[config.mk]
export PLATFORM = sky130hd
export DESIGN_NAME = mult_seq_chunked
export DESIGN_NICKNAME = d
export VERILOG_FILES = /design/src/rtl/mult_seq_chunked.sv
export SDC_FILE = /design/constraint.sdc
export NUM_CORES = 1
export LEC_CHECK = 0
export CAP_MARGIN = 0
export CORE_AREA = 2 2 384 196
export DETAILED_ROUTE_END_ITERATION = 7
export DIE_AREA = 0 0 386 198
export MAX_ROUTING_LAYER = met4
export PLACE_DENSITY = 0.56
export SETUP_SLACK_MARGIN = 0.02
export SLEW_MARGIN = 15
export SYNTH_ARGS = -nofsm -noshare
export SYNTH_HDL_FRONTEND = slang
export SYNTH_SLANG_ARGS = --single-unit
[constraint.sdc]
create_clock -name clk -period 12.7 [get_ports clk]
set_clock_uncertainty 0.05 [all_clocks]
set_input_delay 3.175 -clock clk [delete_from_list [all_inputs] [get_ports clk]]
set_output_delay 3.175 -clock clk [all_outputs]
set_load 0.02 [all_outputs]
[src/rtl/mult_seq_chunked.sv]
// Multi-cycle NxN multiplier, signed or unsigned per operation, accumulating one
// CHUNK x CHUNK digit product per cycle and skipping all-zero digits.
module mult_seq_chunked #(
  parameter int WIDTH = 32,
  parameter int CHUNK = 16
) (
  input  logic                 clk,
  input  logic                 reset,
  input  logic                 start,
  input  logic                 is_signed,
  input  logic [WIDTH-1:0]     a,
  input  logic [WIDTH-1:0]     b,
  output logic                 busy,
  output logic                 done,
  output logic [2*WIDTH-1:0]   product
);

  localparam int ND = WIDTH / CHUNK;
  localparam int IW = (ND > 1) ? $clog2(ND) : 1;
  localparam int PW = 2 * WIDTH;

  typedef enum logic [1:0] {
    IDLE,
    CALC,
    FINISH
  } state_t;

  // Lowest set bit of mask at or above 'from'; MSB of the result flags "found".
  function automatic logic [IW:0] first_from(input logic [ND-1:0] mask, input int from);
    logic [IW:0] r;
    r = '0;
    for (int k = ND - 1; k >= 0; k--) begin
      if (mask[k] && k >= from) r = {1'b1, IW'(k)};
    end
    return r;
  endfunction

  state_t          state, state_nxt;
  logic [WIDTH-1:0] ma, mb;
  logic [ND-1:0]   amask, bmask;
  logic [IW-1:0]   i, j;
  logic            neg;

  logic [WIDTH-1:0] a_mag, b_mag;
  logic [ND-1:0]    a_mask, b_mask;
  logic [IW:0]      a_first, b_first, i_next, j_next, b_restart;
  logic             zero_op, last_pair;
  logic [CHUNK-1:0] dig_a, dig_b;
  logic [2*CHUNK-1:0] dprod;
  logic [PW-1:0]    term;

  // NOTE: every signal assigned in an always_comb gets a default first, so no
  // path through the block can leave it unassigned and infer a latch.
  always_comb begin
    a_mag = (is_signed && a[WIDTH-1]) ? -a : a;
    b_mag = (is_signed && b[WIDTH-1]) ? -b : b;
    a_mask = '0;
    b_mask = '0;
    for (int k = 0; k < ND; k++) begin
      a_mask[k] = |a_mag[k*CHUNK +: CHUNK];
      b_mask[k] = |b_mag[k*CHUNK +: CHUNK];
    end
    a_first = first_from(a_mask, 0);
    b_first = first_from(b_mask, 0);
    zero_op = !a_first[IW] || !b_first[IW];

    j_next    = first_from(bmask, int'(j) + 1);
    i_next    = first_from(amask, int'(i) + 1);
    b_restart = first_from(bmask, 0);
    last_pair = !j_next[IW] && !i_next[IW];

    dig_a = ma[int'(i)*CHUNK +: CHUNK];
    dig_b = mb[int'(j)*CHUNK +: CHUNK];
    dprod = dig_a * dig_b;
    term  = PW'(dprod) << (CHUNK * (int'(i) + int'(j)));
  end

  always_comb begin
    state_nxt = state;
    case (state)
      IDLE:    if (start) state_nxt = zero_op ? FINISH : CALC;
      CALC:    if (last_pair) state_nxt = FINISH;
      FINISH:  state_nxt = IDLE;
      default: state_nxt = IDLE;
    endcase
  end

  // NOTE: sequential state uses non-blocking assignments so every register
  // samples the pre-edge values regardless of statement order.
  always_ff @(posedge clk or negedge reset) begin
    if (!reset) state <= IDLE;
    else        state <= state_nxt;
  end

  assign busy = (state != IDLE);

  always_ff @(posedge clk or negedge reset) begin
    if (!reset) begin
      ma      <= '0;
      mb      <= '0;
      amask   <= '0;
      bmask   <= '0;
      i       <= '0;
      j       <= '0;
      neg     <= 1'b0;
      product <= '0;
      done    <= 1'b0;
    end else begin
      done <= 1'b0;
      case (state)
        IDLE: begin
          if (start) begin
            ma      <= a_mag;
            mb      <= b_mag;
            neg     <= is_signed & (a[WIDTH-1] ^ b[WIDTH-1]);
            amask   <= a_mask;
            bmask   <= b_mask;
            i       <= a_first[IW-1:0];
            j       <= b_first[IW-1:0];
            product <= '0;
          end
        end
        CALC: begin
          product <= product + term;
          // Walk j over nonzero b digits, then advance i and restart j.
          if (j_next[IW]) begin
            j <= j_next[IW-1:0];
          end else if (i_next[IW]) begin
            i <= i_next[IW-1:0];
            j <= b_restart[IW-1:0];
          end
        end
        FINISH: begin
          if (neg) product <= -product;
          done <= 1'b1;
        end
        default: ;
      endcase
    end
  end

endmodule

==> Yosys cells after proc, flatten, opt, wreduce, memory -nomap -nowiden <==
Cells that the tools add are included.
{ "totals": {"ff_bits": 138, "latch_bits": 0, "mem_bits_rw": 0, "rom_bits": 0, "input_bits": 68, "out_inout_bits": 66, "word_cells": 88, "n_memories": 0} }
{ "classes": {"add_sub_neg": 7, "multipliers": 1, "n_div": 0, "magnitude_cmp": 4, "n_eq_ne": 8, "n_shift": 3, "mux": 28, "n_bitwise": 2, "n_reduce_logical": 25} }
{ "op_table": {"columns": ["cell", "count"], "rows": [
  ["$pmux W64 S3", 1],
  ["$mux W64", 2],
  ["$add A64 B64 Y64", 1],
  ["$mux W32", 2],
  ["$neg A32 Y32", 2],
  ["$neg A64 Y64", 1],
  ["$reduce_or A16 Y1", 4],
  ["$shiftx A32 B6 Y16", 2],
  ["$shl A32 B6 Y64", 1],
  ["$mul A16 B16 Y32", 1],
  ["$mux W2", 11],
  ["$ne A2 B2 Y1 const B", 5],
  ["$mux W1", 9],
  ["$ge A1 B2 Y1 const A", 4],
  ["$logic_and A1 B1 Y1", 7],
  ["$reduce_and A3 Y1", 2],
  ["$add A1 B1 Y2 const B", 2],
  ["$logic_not A1 Y1", 4],
  ["$pmux W1 S2", 2],
  ["$pmux W2 S2", 1],
  ["$reduce_and A2 Y1", 2],
  ["$reduce_and A4 Y1", 1],
  ["$reduce_bool A2 Y1", 2],
  ["$ne A3 B3 Y1 const B", 1],
  ["other kinds (8)", 8]
]} }

==> Logic depth before layout (Yosys ltp) <==
Gate-level depths: netlist of run 1.
{ "logic_depth": {"depth_word": 10, "depth_mapped": 42, "mapped_depth_nobuf": 38} }

==> Worst setup path after synthesis of run 1 <==
Ideal clock, no wire load.
{ "synth_path": {"path_type": "register to register", "from": "register j", "to": "register product[61]", "setup_time_ns": 0.136, "arrival_time_ns": 9.647, "t_required_ns": 12.514, "path_slack_ns": 2.867, "path_stages_with_launch": 40, "n_path_buf": 4, "synth_period_minus_slack_ns": 9.833, "path_cell_list": "dfrtp_1 > clkbuf_1 > clkbuf_1 > clkbuf_1 > mux2i_1 > nor2_1 > fa_1 > inv_1 > fa_1 > inv_1 > fa_1 > fa_1 > fa_1 > inv_1 > fa_1 > inv_1 > ha_1 > a21o_1 > [4 not listed] > a21oi_1 > o22ai_1 > xor2_1 > mux2_2 > nor2_1 > ha_1 > clkbuf_1 > a21o_1 > a21o_1 > a21oi_1 > o21ai_0 > a221o_1 > or4_1 > o21ai_1 > o21ai_1 > a221oi_1 > xor2_1 > o211ai_1"} }
{ "synth_via": {"elab_chain_len": 5, "word_cells_on_any_way": 6, "cone_classes": "add/sub (2); mul (1); shift (2); mux (1)"} }
{ "synth_rtl": {"columns": ["element", "line", "source"], "rows": [
  ["start, declared", "41", "logic [IW-1:0] i, j;"],
  ["start signal, assigned", "119", "j <= b_first[IW-1:0];"],
  ["start signal, assigned", "127", "j <= j_next[IW-1:0];"],
  ["start signal, assigned", "130", "j <= b_restart[IW-1:0];"],
  ["$shiftx A32 B6 Y16", "73", "dig_b = mb[int'(j)*CHUNK +: CHUNK];"],
  ["$mul A16 B16 Y32", "74", "dprod = dig_a * dig_b;"],
  ["$shl A32 B6 Y64 (*)", "75", "term = PW'(dprod) << (CHUNK * (int'(i) + int'(j)));"],
  ["$add A64 B64 Y64 (*)", "124", "product <= product + term;"],
  ["$pmux W64 S3 (*)", "110", "case (state)"],
  ["end signal, assigned", "124", null],
  ["end signal, assigned", "134", "if (neg) product <= -product;"],
  ["end, declared", "15", "output logic [2*WIDTH-1:0] product"]
]} }
Every way passes the cells marked *; elsewhere a longest branch is shown, timed or not.
A chain may end at the register's enable or synchronous reset.

==> Worst setup path after layout of run 1 <==
{ "layout_path": {"from": "register i", "to": "register product[61]"} }
{ "layout_via": {"elab_chain_len": 5, "word_cells_on_any_way": 6, "cone_classes": "add/sub (2); mul (1); shift (2); mux (1)"} }
{ "layout_rtl": {"columns": ["element", "line", "source"], "rows": [
  ["start, declared", "41", null],
  ["start signal, assigned", "118", "i <= a_first[IW-1:0];"],
  ["start signal, assigned", "129", "i <= i_next[IW-1:0];"],
  ["$shiftx A32 B6 Y16", "72", "dig_a = ma[int'(i)*CHUNK +: CHUNK];"],
  ["$mul A16 B16 Y32", "74", null],
  ["$shl A32 B6 Y64 (*)", "75", null],
  ["$add A64 B64 Y64 (*)", "124", null],
  ["$pmux W64 S3 (*)", "110", null]
]} }
Marked as above.

==> metrics.txt, run 1 <==
RSZ-0062 raised after global routing=false; critical path startpoint category=flop; H-Tree Depth=4; vias per std cell=5.37; Starting Density=0.294; Yosys Warn Count=0; DR WL/cell=20.9 um; Antenna Cells=0; fmax=0.0877 GHz; Routed WL=80300 um; Iter 0 DRT Violations=2331; Post-synth EDFFs=0; Syn Nets=3205; Layout area overhead=14.1%; met2 wire length=28600 um; Fill cells=7780; Seq/Total Area, Yosys=0.158; CP max stage cell=dfrtp_1; Final WS setup=1300 ps; area of the multi-input gates=16700 um^2; metal1 wirelength=40500 um; Hold Crit Depth=2; max cap viols=0; Reg area=3430 um^2; ratio of final minimum period to clock period=0.898; Residual DRC=2; CP Launch Point=i; Rows=71; top routing layer in use=met4; Post-CTS Hold Fix Bufs=0; Yosys cell types=74; Worst setup EP type=flop; proportion of layout cells with a drive suffix above 1=0.0479; Core Region=73600 um^2; HP Start=mb[6]; r2r startpoint=i; syn_area_per_cell=7.83 um^2; Mapped Area=21700 um^2; Worst Tran Pin Value=1150 ps; most frequent cells in the layout=nand2_1 (356), inv_1 (289), nor2_1 (280), o21ai_0 (236), fa_1 (195); worst-skew pair later-pin latency=470 ps; die height=198 um; Final Max Slew Viols=0; R2R depth=37; post-cts sizing count=0; worst slack, placed=1550 ps; Root Driver=clkbuf_16; Die Area=76400 um^2; vias after detailed routing=20600; HP Class=flop to flop; Initial DRT Pass Iterations=7; worst path required time=12970 ps; fin crit period=11400 ps; register bit total from synthesis=137; outcome=finished, violations left; # IOs=134; Longest Clk Path Bufs=2; DP Wirelength=65400 um; violated checks=design-rule violations; biggest cell delay along the critical path=1060 ps; DR WL met3=10800 um; Setup Buffers After CTS=0; total gr overflow=0; Slew headroom=0.215; PortBufs=133; DRT antenna net count=0; commonest non-fill, non-tap cell in the layout=nand2_1; CTS tree=done; RD Place Congestion=1.02; CTS Buf Count=17; ys async rst share=1.00; kind of critical path=flop to flop; Overall Global Routing Usage=0.215; antenna violations before repair=0; Chip Width=386 um; crit path max fanout=23; first-pass GRT wire length=121000 um; setup violators final=0; Mapped Cells=2767; CP arrival=11680 ps; ys flop type=dfrtp_1; CTS clk-pin slew, worst paths=70 ps; Final TNS setup=0 ps; maximum number of pins on one net before global-route repair=128; # nets final=3285; Clock Sinks=137; final hold vios=0; vias in the first global route=18700; CP most frequent cell=fa_1
## worst paths after layout
check | endpoint | slack (ps)
worst max-delay path | product[61] | 1300
worst min-delay path | mb[6] | 440
worst max register to register | product[61] | 1300
worst min register to register | mb[6] | 440
max in group asynchronous | product[49] | 8610
min in group asynchronous | mb[22] | 2750
## layout make-up
cell class | instances | area share
Multi-Input combinational cell | 2224 | 0.676
Clock buffer | 17 | 0.0172
Clock inverter | 15 | 0.00698
Tap cell | 985 | 0.0498
Sequential cell | 137 | 0.139
Timing Repair Buffer | 176 | 0.0669
Inverter | 291 | 0.0442
## metrics by stage
step	util	instance area, um^2	hold slack [ps]	std cells
CTS	0.336	24700	444	3845
detailed placement	0.328	24100	429	3813
floorplan	-	21700	390	2767
global route	0.336	24700	474	3845
finish	0.336	24700	440	3845
global placement	0.328	24100	432	3813
## layer usage
layer,track usage,vias up
met5,-,-
met4,0.0208,0
met3,0.0789,39
met2,0.249,1007
met1,0.344,9985
li1,-,9615
## state kept, by name, summed over array words and instances (netlist names)
name,cells
mb,32
bmask,2
ma,32
done,1
neg,1
product,64
j,1
i,1
state,2
amask,1
## kinds of logic after synthesis
family,synth area share
xor gates and xnor gates,0.0606
and+or+nand+nor,0.207
buffers and inverters,0.0703
AOI/OAI and AO/OA,0.184
adders and majority gates,0.281
DFF,0.158
muxes,0.0391
## worst max-delay path: cells and delay by family (launching register included)
kind | cells | cell delay (ps)
adders and majority gates | 8 | 3730
AOI/OAI and AO/OA | 16 | 3660
DFF | 1 | 1060
and+or+nand+nor | 4 | 1030
muxes | 2 | 770
buffers and inverters | 5 | 570
xor gates and xnor gates | 2 | 360
## synth_stat cells (all sizes together) (7+ instances only)
| master | instances | area share |
|---|---|---|
| a21o | 56 | 0.019 |
| xor2 | 57 | 0.023 |
| o31ai | 19 | 0.0066 |
| a22oi | 13 | 0.0045 |
| mux2 | 37 | 0.019 |
| nor4 | 26 | 0.0078 |
| o221ai | 10 | 0.0040 |
| ha | 175 | 0.10 |
| mux2i | 43 | 0.020 |
| fa | 195 | 0.18 |
| or2 | 10 | 0.0029 |
| nor3 | 67 | 0.015 |
| and3 | 8 | 0.0023 |
| a31oi | 21 | 0.0061 |
| nand3 | 41 | 0.0095 |
| clkbuf | 110 | 0.019 |
| o21bai | 26 | 0.0090 |
| o41ai | 8 | 0.0032 |
| nor2 | 283 | 0.050 |
| o22ai | 19 | 0.0055 |
| nor2b | 30 | 0.0087 |
| nor3b | 11 | 0.0038 |
| o211ai | 12 | 0.0042 |
| nand2 | 357 | 0.062 |
| nor4b | 7 | 0.0035 |
| o21a | 10 | 0.0035 |
| a21oi | 154 | 0.036 |
| inv | 289 | 0.050 |
| a32oi | 15 | 0.0061 |
| nand4 | 29 | 0.0091 |
| dfrtp | 137 | 0.16 |
| a221oi | 7 | 0.0028 |
| o21ai | 241 | 0.056 |
| and2 | 27 | 0.0078 |
| or3 | 22 | 0.0066 |
| nand2b | 26 | 0.0075 |
| or4 | 15 | 0.0059 |
| xnor2 | 93 | 0.038 |
Power of run 1 is left out: the tool's default activity adds up to more than one toggle a clock period on the data nets, which glitch-free logic cannot reach.
==> run 2, diff against run 1 <==
CTS_BUF_LIST = sky130_fd_sc_hd__clkbuf_4 sky130_fd_sc_hd__clkbuf_8   (was not set)
==> metrics.txt, run 2 (synthesis gave the netlist of run 1 again) <==
PortBufs=133; RSZ-0062 raised after global routing=false; Clock Sinks=137; final hold vios=0; biggest cell delay along the critical path=1050 ps; HP Class=flop to flop; setup violators final=0; Post-CTS Hold Fix Bufs=0; Die Area=76400 um^2; first-pass GRT wire length=121000 um; Layout area overhead=13.3%; Area after DPL=24100 um^2; max cap viols=0; post-cts sizing count=0; kind of critical path=flop to flop; CTS tree=done; Root Driver=clkbuf_8; vias after detailed routing=20600; Chip Width=386 um; critical path startpoint category=flop; ratio of final minimum period to clock period=0.893; proportion of layout cells with a drive suffix above 1=0.0479; antenna violations before repair=0; CP arrival=11680 ps; R2R depth=36; Worst setup EP type=flop; r2r startpoint=i; Fill cells=7809; fin util=0.333; Rows=71; R2R Setup Slk=1360 ps; # IOs=134; Slew headroom=0.237; die height=198 um; Core Region=73600 um^2; crit path max fanout=23; largest registers=product: 64 flops, ma: 32 flops, mb: 32 flops; DP Wirelength=65400 um; Largest register FFs=64; CTS Buf Count=17; Starting Density=0.294; Initial DRT Pass Iterations=8; RD Place Congestion=1.02; vias per std cell=5.35; R2R Path End=product[61]; Iter 0 DRT Violations=2400; total gr overflow=0; CTS clk-pin slew, worst paths=100 ps; outcome=finished, final reports clean; Routed WL=80400 um; Overall Global Routing Usage=0.215; most frequent cells in the layout=nand2_1 (356), inv_1 (289), nor2_1 (280), o21ai_0 (236), fa_1 (195); Longest Clk Path Bufs=2; commonest non-fill, non-tap cell in the layout=nand2_1; Setup Buffers After CTS=0; Final Max Slew Viols=0; placed cells=3813; HP Start=mb[6]; Top reg by flops=product; design area=24500 um^2; DR WL/cell=20.9 um; Residual DRC=0; Worst Tran Pin Value=1110 ps; fin crit period=11340 ps; H-Tree Depth=4; worst path required time=13040 ps; vias in the first global route=18700; Hold Crit Depth=2; Final TNS setup=0 ps; end of the worst hold path=mb[6]; maximum number of pins on one net before global-route repair=128; final std cells w/o fill=3845; CP max stage cell=dfrtp_1; worst-skew pair later-pin latency=530 ps; fmax=0.0882 GHz; # nets final=3285; DRT antenna net count=0; Antenna Cells=0
[run 2: worst max-delay path: cells and delay by family (launching register included)]
| kind | cells | cell delay [ps] |
|---|---|---|
| xor gates and xnor gates | 2 | 460 |
| AOI/OAI and AO/OA | 16 | 3730 |
| muxes | 2 | 950 |
| buffers and inverters | 5 | 560 |
| adders and majority gates | 8 | 3800 |
| and+or+nand+nor | 3 | 610 |
| DFF | 1 | 1050 |
[run 2: per-layer routing]
layer	routed length, um	up-vias	track usage
met4	407	0	0.0196
met2	28600	920	0.249
met5	0	-	-
met3	10300	31	0.0793
met1	40900	9979	0.343
li1	-	9622	-
[run 2: stage by stage]
step | hold WS [ps] | setup WS [ps]
finish | 444 | 1360
global placement | 432 | 1770
global route | 482 | 854
floorplan | 390 | 2870
CTS | 451 | 1540
detailed placement | 429 | 1550
[run 2: worst max-delay path by stage]
stage | startpoint | to | slack (ps) | cells after the start
floorplan | j | product[61] | 2870 | 39
global placement | i | product[61] | 1770 | 37
detailed placement | i | product[61] | 1550 | 36
CTS | i | product[61] | 1540 | 36
global route | i | product[61] | 850 | 37
finish | i | product[61] | 1360 | 36
[run 2: area by class of cell]
cell class              instances  area, um^2  area share
inverters                     291        1090      0.0445
well taps                     985        1230      0.0502
clock buffers                  17         234     0.00953
flip-flops and latches        137        3430       0.140
repair buffers                176        1660      0.0674
multi-input cells            2224       16700       0.682
clock inverters                15         173     0.00703
Power of run 2 is left out for the same reason.
==> run 3, diff against run 2 <==
HOLD_SLACK_MARGIN = 0.1   (was not set)
==> results of run 3 <==
Final layout, timing and power as in run 2 (identical DEF).
Power of run 3 is left out for the same reason.
==> RTL change 1: new RTL, settings of run 1 <==
Put one more register stage on the output `product`, cleared by the reset. The value now appears one clock later. The other outputs are not delayed to match. Comments in the files are not updated.
--- a/src/rtl/mult_seq_chunked.sv
+++ b/src/rtl/mult_seq_chunked.sv
@@ -26,2 +26,4 @@
   } state_t;
+
+  logic [2*WIDTH-1:0] product_s0;
 
@@ -105,3 +107,3 @@
       neg     <= 1'b0;
-      product <= '0;
+      product_s0 <= '0;
       done    <= 1'b0;
@@ -119,3 +121,3 @@
             j       <= b_first[IW-1:0];
-            product <= '0;
+            product_s0 <= '0;
           end
@@ -123,3 +125,3 @@
         CALC: begin
-          product <= product + term;
+          product_s0 <= product_s0 + term;
           // Walk j over nonzero b digits, then advance i and restart j.
@@ -133,3 +135,3 @@
         FINISH: begin
-          if (neg) product <= -product;
+          if (neg) product_s0 <= -product_s0;
           done <= 1'b1;
@@ -141,2 +143,10 @@
 
+  always_ff @(posedge clk or negedge reset) begin
+    if (!reset) begin
+      product <= '0;
+    end else begin
+      product <= product_s0;
+    end
+  end
+
 endmodule
Function: changed (Yosys sat finds a counterexample within 4 cycles, from zero or initial values and one cycle with reset low).
==> RTL change 1 against run 1 <==
- synthesized area rose by 8.1%
- design area rose by 7.4%
- synthesized cell count rose by 2.5%
- routed wire length rose by 7.2%
- worst setup slack improved by 0.14 ns
- sequential cell count rose by 64
Power is not shown: default switching activity piles up to over one toggle a cycle in this logic, so the estimate is an artifact.
==> RTL change 1: results (changes against run 1) <==
Largest regs=product: 64 flops, product_s0: 64 flops; Place WS=1.88 ns (+0.333 ns); initial antenna violation count=1 (+1); HPWL after DPL=69.5 mm (+6.3%); delay-heaviest family, CP=adder cells; Hold WC Path Type=reg2reg; layout cells sized above 1=0.0460 (-0.00193); FFs w/ async S/R, synth=1.00 (unchanged); M1 GR Usage=0.401 (+0.0571); GRT Total Usage=0.231 (+0.0161); Via density=5.50 (+2.4%); Synth Area in Compound Gates=0.177 (-0.00652); Pre-Repair DR Iteration Count=7 (unchanged); largest net degree at the start of global routing=131 (+2.3%); CTS root buffer=clkbuf_16; mux cell area share after synthesis=0.0359 (-0.00319); Worst Path Max Fanout=34 (+48%); first-pass GRT wire length=130 mm (+7.7%); synth top area cells=dfrtp_1 21%, fa_1 17%, ha_1 9.3%; Seq/Total Area, Yosys=0.215 (+0.0565); Post-synth top cells=348 x nand2_1, 291 x inv_1, 281 x nor2_1; HP Start=product_s0[18]$_DFFE_PN0P_; postcts setup bufs=0 (unchanged); Yosys warning count=0 (unchanged); Yosys cell types=83 (+12%); drt initial violations=2611 (+12%); GRT met2 Usage=0.248 (-0.000795); status=finished clean; Antenna Cells=0 (unchanged); Most used DFF post-synth=dfrtp_1; Final nets=3337 (+1.6%); Port Buffers=133 (unchanged); xor/xnor share of the synthesized area=0.0549 (-0.00576); Setup crit start=i$_DFFE_PN0P_; Synth Area in Adders=0.260 (-0.0210); GP Congestion=0.991 (-3.0%); vias in the first global route=19512 (+4.2%); CP arrival=11.65 ns (-0.03 ns); clock latency on the worst-skew pair=0.58 ns (+0.11 ns); PostCTS Resize Cnt=0 (unchanged); met3 usage=0.0646 (-0.0143); cts bufs inserted=22 (+5); Slowest cell on crit path=mux2i_1; Slew HR=0.277 (+0.0626); clk buf depth=3 (+1); delay of the slowest critical-path stage=0.93 ns (-0.13 ns); WL/cell=22.1 um (+5.7%); H-tree depth=1 (-3); FILL cells=7606 (-2.2%)
RTL change 1: layer usage:
| metal | wire length [um] | share of wire | vias to the layer above |
|---|---|---|---|
| met3 | 10600 | 0.12 | 36 |
| met1 | 46500 | 0.54 | 10514 |
| met4 | 553 | 0.0064 | 0 |
| met2 | 28500 | 0.33 | 1039 |
| li1 | - | - | 9852 |
| met5 | 0 | 0 | - |
RTL change 1: metrics by stage:
stage | utilization | cells | cell area, um^2
floorplan | - | 2836 | 23400
global placement | 0.350 | 3860 | 25800
detailed placement | 0.350 | 3860 | 25800
CTS | 0.361 | 3900 | 26600
global route | 0.361 | 3900 | 26600
finish | 0.361 | 3900 | 26600
RTL change 1: kinds of logic (layout without fill, tap and decap cells):
| logic type | Yosys count | after routing |
|---|---|---|
| buffers and inverters | 425 | 504 |
| and+or+nand+nor | 957 | 957 |
| adders and majority gates | 370 | 370 |
| xor gates and xnor gates | 145 | 145 |
| DFF | 201 | 201 |
| muxes | 80 | 80 |
| AOI/OAI and AO/OA | 658 | 658 |
RTL change 1: final timing paths:
kind,end,slack [ns],depth (start not counted)
hold reg to reg,product[18]$_DFF_PN0_,0.42,0
setup / recovery,product_s0[60]$_DFFE_PN0P_,1.44,35
min in group asynchronous,mb[21]$_DFFE_PN0P_,2.48,1
max in group asynchronous,product_s0[46]$_DFFE_PN0P_,8.71,2
hold / removal,product[18]$_DFF_PN0_,0.42,0
setup reg to reg,product_s0[60]$_DFFE_PN0P_,1.44,35
RTL change 1: final cells by class:
type,instances,share of cell area
well taps,985,0.0464
clock inverters,13,0.00692
clock buffers,27,0.0226
inverters,294,0.0415
multi-input cells,2210,0.633
flip-flops and latches,201,0.189
repair buffers,170,0.0608
==> RTL change 2: new RTL, flow settings as in run 1 <==
Made on the original files. Change the parameter `WIDTH` from 32 to 16.
--- a/src/rtl/mult_seq_chunked.sv
+++ b/src/rtl/mult_seq_chunked.sv
@@ -3,3 +3,3 @@
 module mult_seq_chunked #(
-  parameter int WIDTH = 32,
+  parameter int WIDTH = 16,
   parameter int CHUNK = 16
Ports: changed (resized a, b and product); port bits go from 134 to 70. The function was not compared with the original's and may differ.
==> RTL change 2 against run 1 <==
- routed wire length shrank 45%
- sequential cell count shrank 69
- worst setup slack gained 1.8 ns
- sequential share of layout area shrank 3.3 points
- design area shrank 35%
- synthesized area shrank 35%
- highest routed layer unchanged
- final cell count shrank 30%
Power is not shown: default switching activity piles up to over one toggle a cycle in this logic, so the estimate is an artifact.
==> RTL change 2: results (changes against run 1) <==
status=finished clean; Slew HR=0.319 (+0.105); Yosys warning count=0 (unchanged); CP arrival=9.81 ns (-1.87 ns); cts bufs inserted=9 (-8); postcts setup bufs=0 (unchanged); Clk pin slew, worst setup/hold paths=0.07 ns (about the same); Post-synth top cells=259 x inv_1, 233 x nand2_1, 195 x fa_1; FFs w/ async S/R, synth=1.00 (unchanged); Most used DFF post-synth=dfrtp_1; Hold WC Path Type=reg2reg; CTS tree=built; Cells after DPL=2683 (-30%); HPWL after DPL=36.5 mm (-44%); Seq/Total Area, Yosys=0.121 (-0.0373); largest net degree at the start of global routing=59 (-54%); GP Congestion=0.888 (-13%); initial antenna violation count=0 (unchanged); Final nets=2082 (-37%); Yosys cell types=60 (-19%); Slowest cell on crit path=dfrtp_1; CTS Hold Bufs=0 (unchanged); drt initial violations=1009 (-57%); Place WS=3.41 ns (+1.86 ns); Largest regs=product: 32 flops, ma: 16 flops, mb: 16 flops; Pre-Repair DR Iteration Count=5 (-2); Worst Path Max Fanout=17 (-26%); layout cells sized above 1=0.0245 (-0.0234); Port Buffers=69 (-48%); clk buf depth=2 (unchanged); CTS root buffer=clkbuf_16; post-route insts no fill=2700 (-30%); delay-heaviest family, CP=adder cells; PostCTS Resize Cnt=0 (unchanged); GRT Total Usage=0.122 (-0.0926); first-pass GRT wire length=70.1 mm (-42%); synth top area cells=fa_1 28%, ha_1 13%, dfrtp_1 12%; H-tree depth=3 (-1); WL/cell=16.3 um (-22%); clock latency on the worst-skew pair=0.37 ns (-0.10 ns); gate count after technology mapping=1690 (-39%); delay of the slowest critical-path stage=0.94 ns (-0.12 ns); vias in the first global route=11393 (-39%); Cell Area, Placed=15800 um^2 (-35%); via count=11817 (-43%)
-- RTL change 2: path summary, 6_finish.rpt --
check                                       start                 endpoint  slack (ns)  cells after the start
worst max-delay path            ma[7]$_DFFE_PN0P_  product[31]$_DFFE_PN0P_        3.12                     30
worst min-delay path              neg$_DFFE_PN0P_          neg$_DFFE_PN0P_        0.44                      2
worst max register to register  ma[7]$_DFFE_PN0P_  product[31]$_DFFE_PN0P_        3.12                     30
worst min register to register    neg$_DFFE_PN0P_          neg$_DFFE_PN0P_        0.44                      2
max in group asynchronous                   reset   product[7]$_DFFE_PN0P_        8.84                      2
min in group asynchronous                   reset  product[31]$_DFFE_PN0P_        2.65                      1
-- RTL change 2: routing by layer --
metal | global-route usage | wire length [um] | vias up
met5 | - | 0 | -
met4 | 0.0117 | 295 | 0
met3 | 0.0352 | 4560 | 15
met2 | 0.144 | 15500 | 474
met1 | 0.200 | 23700 | 5783
li1 | - | - | 5545
-- RTL change 2: worst min-delay path: cells and delay by family, from the launching register on --
kind | cells | cell delay [ns]
DFF | 1 | 0.36
and+or+nand+nor | 2 | 0.10
-- RTL change 2: final cells by class --
cell class              count  area [um^2]
repair buffers             76          741
clock inverters             7         81.3
clock buffers               9          225
diodes                      1         2.50
flip-flops and latches     68         1700
inverters                 259          972
multi-input cells        1295        11200
fillers                  8059        57500
well taps                 985         1230
-- RTL change 2: logic make-up after synthesis --
kind of cell / share of synthesized area
XOR/XNOR: 0.0514
AO/OA/AOI/OAI: 0.136
buffers and inverters: 0.0873
flip-flops: 0.121
AND/OR/NAND/NOR: 0.195
adder cells (fa/ha/maj): 0.404
multiplexers: 0.00524
